## config.mk

```make
export PLATFORM = sky130hd
export DESIGN_NAME = slave_vldrdy
export DESIGN_NICKNAME = d
export VERILOG_FILES = /design/src/rtl/slave_vldrdy.sv
export SDC_FILE = /design/constraint.sdc
export NUM_CORES = 1
export LEC_CHECK = 0
export ABC_AREA = 0
export CAP_MARGIN = 20
export CORE_ASPECT_RATIO = 0.5
export CORE_UTILIZATION = 36
export DETAILED_ROUTE_END_ITERATION = 6
export PLACE_DENSITY_LB_ADDON = 0.25
export RECOVER_POWER = 25
export SLEW_MARGIN = 20
export SYNTH_ARGS = -nofsm -noshare
export SYNTH_HDL_FRONTEND = slang
export SYNTH_SLANG_ARGS = --single-unit
```

## constraint.sdc

```tcl
create_clock -name clk -period 4.21 [get_ports clk]
set_input_delay 0.421 -clock clk [delete_from_list [all_inputs] [get_ports clk]]
set_output_delay 0.421 -clock clk [all_outputs]
set_load 0.05 [all_outputs]
```

## src/rtl/slave_vldrdy.sv

```systemverilog
// slave_vldrdy: valid/ready consumer stage with an M-entry FIFO.
// Words accepted on the src port are buffered and re-presented on the
// rd drain port in strict FIFO order. src_rdy and rd_val depend only on
// registered state, cfg_en and rst, so there is no combinational path
// from src_val or rd_rdy to either handshake output.
// Optional build macro SLAVE_VLDRDY_CHECK_EN adds a src-side protocol
// monitor driving the sticky proto_err flag; without it proto_err is 0.
module slave_vldrdy #(
  parameter int DWIDTH = 8,
  parameter int M      = 32,
  parameter int CWIDTH = 16
) (
  input  logic                 clk,
  input  logic                 rst,
  input  logic                 cfg_en,
  input  logic                 src_val,
  output logic                 src_rdy,
  input  logic [DWIDTH-1:0]    src_data,
  output logic                 rd_val,
  input  logic                 rd_rdy,
  output logic [DWIDTH-1:0]    rd_data,
  output logic [$clog2(M):0]   level,
  output logic [CWIDTH-1:0]    rx_cnt,
  output logic                 proto_err
);

  localparam int AW = $clog2(M);
  localparam logic [AW:0]       PTR_ONE = 1;
  localparam logic [CWIDTH-1:0] CNT_ONE = 1;

  // Pointers carry one extra wrap bit so full and empty are distinguishable.
  logic [AW:0]       wptr;
  logic [AW:0]       rptr;
  logic [DWIDTH-1:0] mem [M];

  logic empty;
  logic full;
  logic push;
  logic pop;

  // Status and handshake decode; rst forces both handshakes low in the reset cycle.
  always_comb begin
    empty   = (wptr == rptr);
    full    = (wptr[AW-1:0] == rptr[AW-1:0]) && (wptr[AW] != rptr[AW]);
    src_rdy = !rst && cfg_en && !full;
    rd_val  = !rst && cfg_en && !empty;
    push    = src_val && src_rdy;
    pop     = rd_val && rd_rdy;
    rd_data = mem[rptr[AW-1:0]];
    level   = wptr - rptr;
  end

  // Pointer and accepted-word counter update.
  always_ff @(posedge clk) begin
    // NOTE: sequential state uses non-blocking assignments so every register
    // samples pre-edge values regardless of statement order.
    if (rst) begin
      wptr   <= '0;
      rptr   <= '0;
      rx_cnt <= '0;
    end else begin
      if (push) begin
        wptr   <= wptr + PTR_ONE;
        rx_cnt <= rx_cnt + CNT_ONE;
      end
      if (pop) begin
        rptr <= rptr + PTR_ONE;
      end
    end
  end

  // Storage write; read side is the combinational mem[rptr] above.
  always_ff @(posedge clk) begin
    // NOTE: the array is deliberately left out of reset; stale contents are
    // never visible because rd_val gates them and reset empties the pointers.
    if (push) begin
      mem[wptr[AW-1:0]] <= src_data;
    end
  end

`ifdef SLAVE_VLDRDY_CHECK_EN
  logic              src_val_q;
  logic              src_rdy_q;
  logic [DWIDTH-1:0] src_data_q;
  logic              stall_q;
  logic              violation;

  // A word stalled last cycle must stay valid with unchanged data.
  always_comb begin
    stall_q   = src_val_q && !src_rdy_q;
    violation = cfg_en && stall_q && (!src_val || (src_data != src_data_q));
  end

  // Handshake history and sticky error flag.
  always_ff @(posedge clk) begin
    if (rst) begin
      src_val_q  <= 1'b0;
      src_rdy_q  <= 1'b0;
      src_data_q <= '0;
      proto_err  <= 1'b0;
    end else begin
      src_val_q  <= src_val;
      src_rdy_q  <= src_rdy;
      src_data_q <= src_data;
      if (violation) begin
        proto_err <= 1'b1;
      end
    end
  end
`else
  assign proto_err = 1'b0;
`endif

endmodule

```

# Yosys cells after proc, flatten, opt, wreduce, memory -nomap -nowiden
# Memory sizes are Yosys's and may differ from the RTL's. A register that Yosys moved wholly into a read port is not among the register bits.
# Cells that the tools add are included.
# Widths: inputs -> output; s select.
word_totals:
  memories: 1
  output_inout_bits: 33
  ff_bits: 28
  mem_bits_ro: 0
  latchBits: 0
  ram_bits: 256
op_classes:
  eq_ne: 3
  addsub: 4
  reduce_logical: 9
  mul: 0
  bitwise: 0
  order_cmp: 0
  muxes: 4
  shift: 0
  div: 0
memory_table:
  columns: ["name", "words", "word_bits", "rd", "rd_clocked_by_memory_dff", "wr", "line_no", "source"]
  rows:
  - ["mem", 32, 8, 1, 1, 1, "34", "logic [DWIDTH-1:0] mem [M];"]
op_table:
  columns: ["cell", "n"]
  rows:
  - ["$add 16x1->16 const B", 1]
  - ["$add 6x1->6 const B", 2]
  - ["$mux 5", 2]
  - ["$eq 6x6->1", 1]
  - ["$logic_and 1x1->1", 6]
  - ["$sub 6x6->6", 1]
  - ["$eq 5x5->1", 1]
  - ["$logic_not 1->1", 3]
  - ["$mux 1", 2]
  - ["$ne 1x1->1", 1]

# Depth between registers and ports, before layout
depth:
  depth_word: 7
  depth_mapped: 7

# Least setup slack after synthesis
# No wires, ideal clock.
synth_timing:
  kind: "register to output"
  from: "register (tool-made name)"
  to: "output port rd_data[0]"
  n_path_buf: 2
  path_stages_with_launch: 6
  arrival_ps: 2597
  slack_ps: 1192
  cell_sequence: "dfxtp_1 buf_4 buf_4 mux4_2 o22ai_1 nor4_1"
synth_rtl:
  columns: ["item", "line_no", "source"]
  rows:
  - ["to (decl)", "21", "output logic [DWIDTH-1:0] rd_data,"]

==> flow_metrics.py <==
metrics = {
    "worst_setup_path": {
        "crit_required_ns": 3.79,
        "cp_data_arrival_time_ns": 3.38,
        "r2r_setup_slack_ns": 1.16,
        "cp-end-kind": "primary output",
        "r2r_start": "wptr[2]",
        "cp_max_fo": 35,
        "critical_path_class": "reg -> out",
        "start_kind": "flip-flop",
    },
    "status": {
        "violations": "capacitance limit, slew limit",
        "status": "finished with violations",
    },
    "cts": {
        "cts_tree": "done",
        "cts_root_buf": "clkbuf_16",
        "cts_buffers": 26,
        "worstSkewPairLatency_ns": 0.55,
        "clockBufferDepth": 3,
        "clock_sink_count": 289,
        "postCtsSetupBuffers": 0,
        "h-tree-depth": 1,
        "cts.reportedPaths.clkPinSlew_ns": 0.06,
        "cts_resized": 0,
        "cts_hold_buf": 0,
    },
    "logic_synthesis": {
        "syn_area_mm2": 0.0115,
        "synth_cell_types": 53,
        "syn_nets": 656,
        "ys_seq_area_frac": 0.724,
        "syn_inst": 631,
        "ys.flop_type": "edfxtp_1",
        "yosysTopAreaCell": "edfxtp_1",
        "yosys-top-cells-area": "edfxtp_1 67%, mux4_2 13%, dfxtp_1 5.7%",
        "synth_warnings": 0,
        "postSynthAreaPerCell_um2": 18.3,
        "synthArstFlopShare": 0,
        "ys_ff_latch": 289,
        "yosysTopAreaCellShare": 0.667,
        "synth_enable_flop_cells": 256,
    },
    "power_and_ir_drop": {
        "power_leakage_uw": 0.00404,
        "ir_drop_v": 0.000244,
        "powerDensity_mw_per_mm2": 414,
    },
    "floorplanning": {
        "io_pins": 46,
        "row_count": 45,
        "core-area_mm2": 0.0309,
        "start_util": 0.373,
        "die_x_um": 255,
        "die_h_um": 129,
        "die_area_mm2": 0.0328,
    },
    "sta": {
        "setup_tns_ns": 0,
        "slew_viol_final": 92,
        "max-slew-margin-rel": -0.0454,
        "final.setup.worst_slack_ns": 0.405,
        "hold_violations": 0,
        "rsz0062_at_grt": "false",
        "skew_ns": 0.0137,
        "finalCritPeriodShare": 0.904,
        "period_needed_ns": 3.80,
        "tightest_slew_ns": 1.57,
        "fmax_mhz": 263,
        "setup_viol": 0,
    },
    "global_routing": {
        "grt_antenna_before_repair": 0,
        "overflow": 0,
        "grt_pass1_vias": 6158,
        "grtUsageTotal": 0.163,
        "grt_max_degree": 65,
        "grt_pass1_wl_mm": 39.4,
    },
    "place": {
        "numPortBuffers": 44,
        "pre_cts_slack_ns": 0.911,
        "placed_area_mm2": 0.0125,
        "gp_congestion": 0.813,
        "dp_hpwl_mm": 16.8,
    },
    "flow_run": {
        "cap_viol_max_count": 3,
    },
    "final_layout": {
        "finalNetCount": 724,
        "drive_gt1_frac": 0.190,
        "layout_commonest_cell": "edfxtp_1",
        "area_growth_syn_to_layout_pct": 15.4,
        "fin_area_mm2": 0.0133,
        "utilization": 0.430,
        "nFillCells": 2667,
        "diodes": 0,
        "final_cell_mix": "256 x edfxtp_1, 64 x mux4_2, 40 x nor2_1, 39 x clkdlybuf4s50_1, 32 x o22ai_1",
    },
    "detailed_routing": {
        "drtPass1Iterations": 5,
        "vias_per_cell": 5.44,
        "wirelength_mm": 26.0,
        "final_antenna_net_count": 0,
        "vias": 6200,
        "first_iter_violations": 489,
        "avgRoutedWirePerCell_um": 22.9,
        "drc": 0,
    },
    "min_path": {
        "min_path_type": "reg -> reg",
        "min_from": "rx_cnt[1]",
    },
}
==> cell type report <==
| type | count | area [µm²] | area share |
|---|---|---|---|
| flip-flops and latches | 289 | 8350 | 0.628 |
| clock buffers | 34 | 681 | 0.0512 |
| repair buffers | 70 | 629 | 0.0473 |
| inverters | 11 | 41.3 | 0.00310 |
| multi-input cells | 301 | 2980 | 0.224 |
| clock inverters | 11 | 83.8 | 0.00630 |
| well taps | 423 | 529 | 0.0398 |
==> through the flow <==
stage	std cells	total power (µW)	hold slack, ns
after global routing	1139	5660	0.530
after detailed placement	1094	3360	0.500
after floorplan	631	3270	0.475
after global placement	1094	3360	0.490
after CTS	1139	5550	0.437
final	1139	5510	0.506
==> final timing paths <==
path	endpoint	cells after the start
setup / recovery	rd_data[6]	5
hold / removal	rx_cnt[1]	2
setup reg to reg	mem[10][4]	5
hold reg to reg	rx_cnt[1]	2
==> logic make-up (layout without fill, tap and decap cells) <==
group	count (synthesis)	count (layout)	share of synthesized area
AO/OA/AOI/OAI	84	84	0.0517
XOR/XNOR	6	6	0.00521
adder cells (fa/ha/maj)	12	12	0.0137
buffers and inverters	41	126	0.0170
flip-flops	289	289	0.724
multiplexers	69	69	0.130
other	1	1	0.000325
AND/OR/NAND/NOR	129	129	0.0582
==> state kept, by name, summed over array words and instances (netlist names), named ones only <==
signal,count
mem,256
rx_cnt,16
rptr,6
wptr,6
==> synth_stat cells, drive strengths merged (8+ instances only) <==
cell and n:
inv 11, o22ai 32, o31ai 8, nor4 8
ha 11, edfxtp 256, buf 22, nand2 26
clkbuf 8, dfxtp 33, nand4 8, nor2 40
mux4 64, a21oi 16
==> worst max-delay path: stages (launching register included) <==
cell and delay, ns:
dfxtp_4 0.55, buf_12 0.32, mux4_2 0.29, o22ai_1 0.12
nor4_1 0.61, clkdlybuf4s50_1 0.92
==> report_power, final <==
group / total [µW] / internal, µW / switching [µW]
Sequential: 3130 / 3120 / 5.44
Clock: 2210 / 1200 / 1010
Combinational: 172 / 46.7 / 125
==> metal layers <==
metal,GRT usage,up-vias,part of all wire
met5,0,-,0
met4,0.0451,0,0.025
met3,0.0380,46,0.062
met2,0.235,176,0.44
met1,0.246,3244,0.48
li1,-,2734,-
Power figures use the tool's default switching activity.
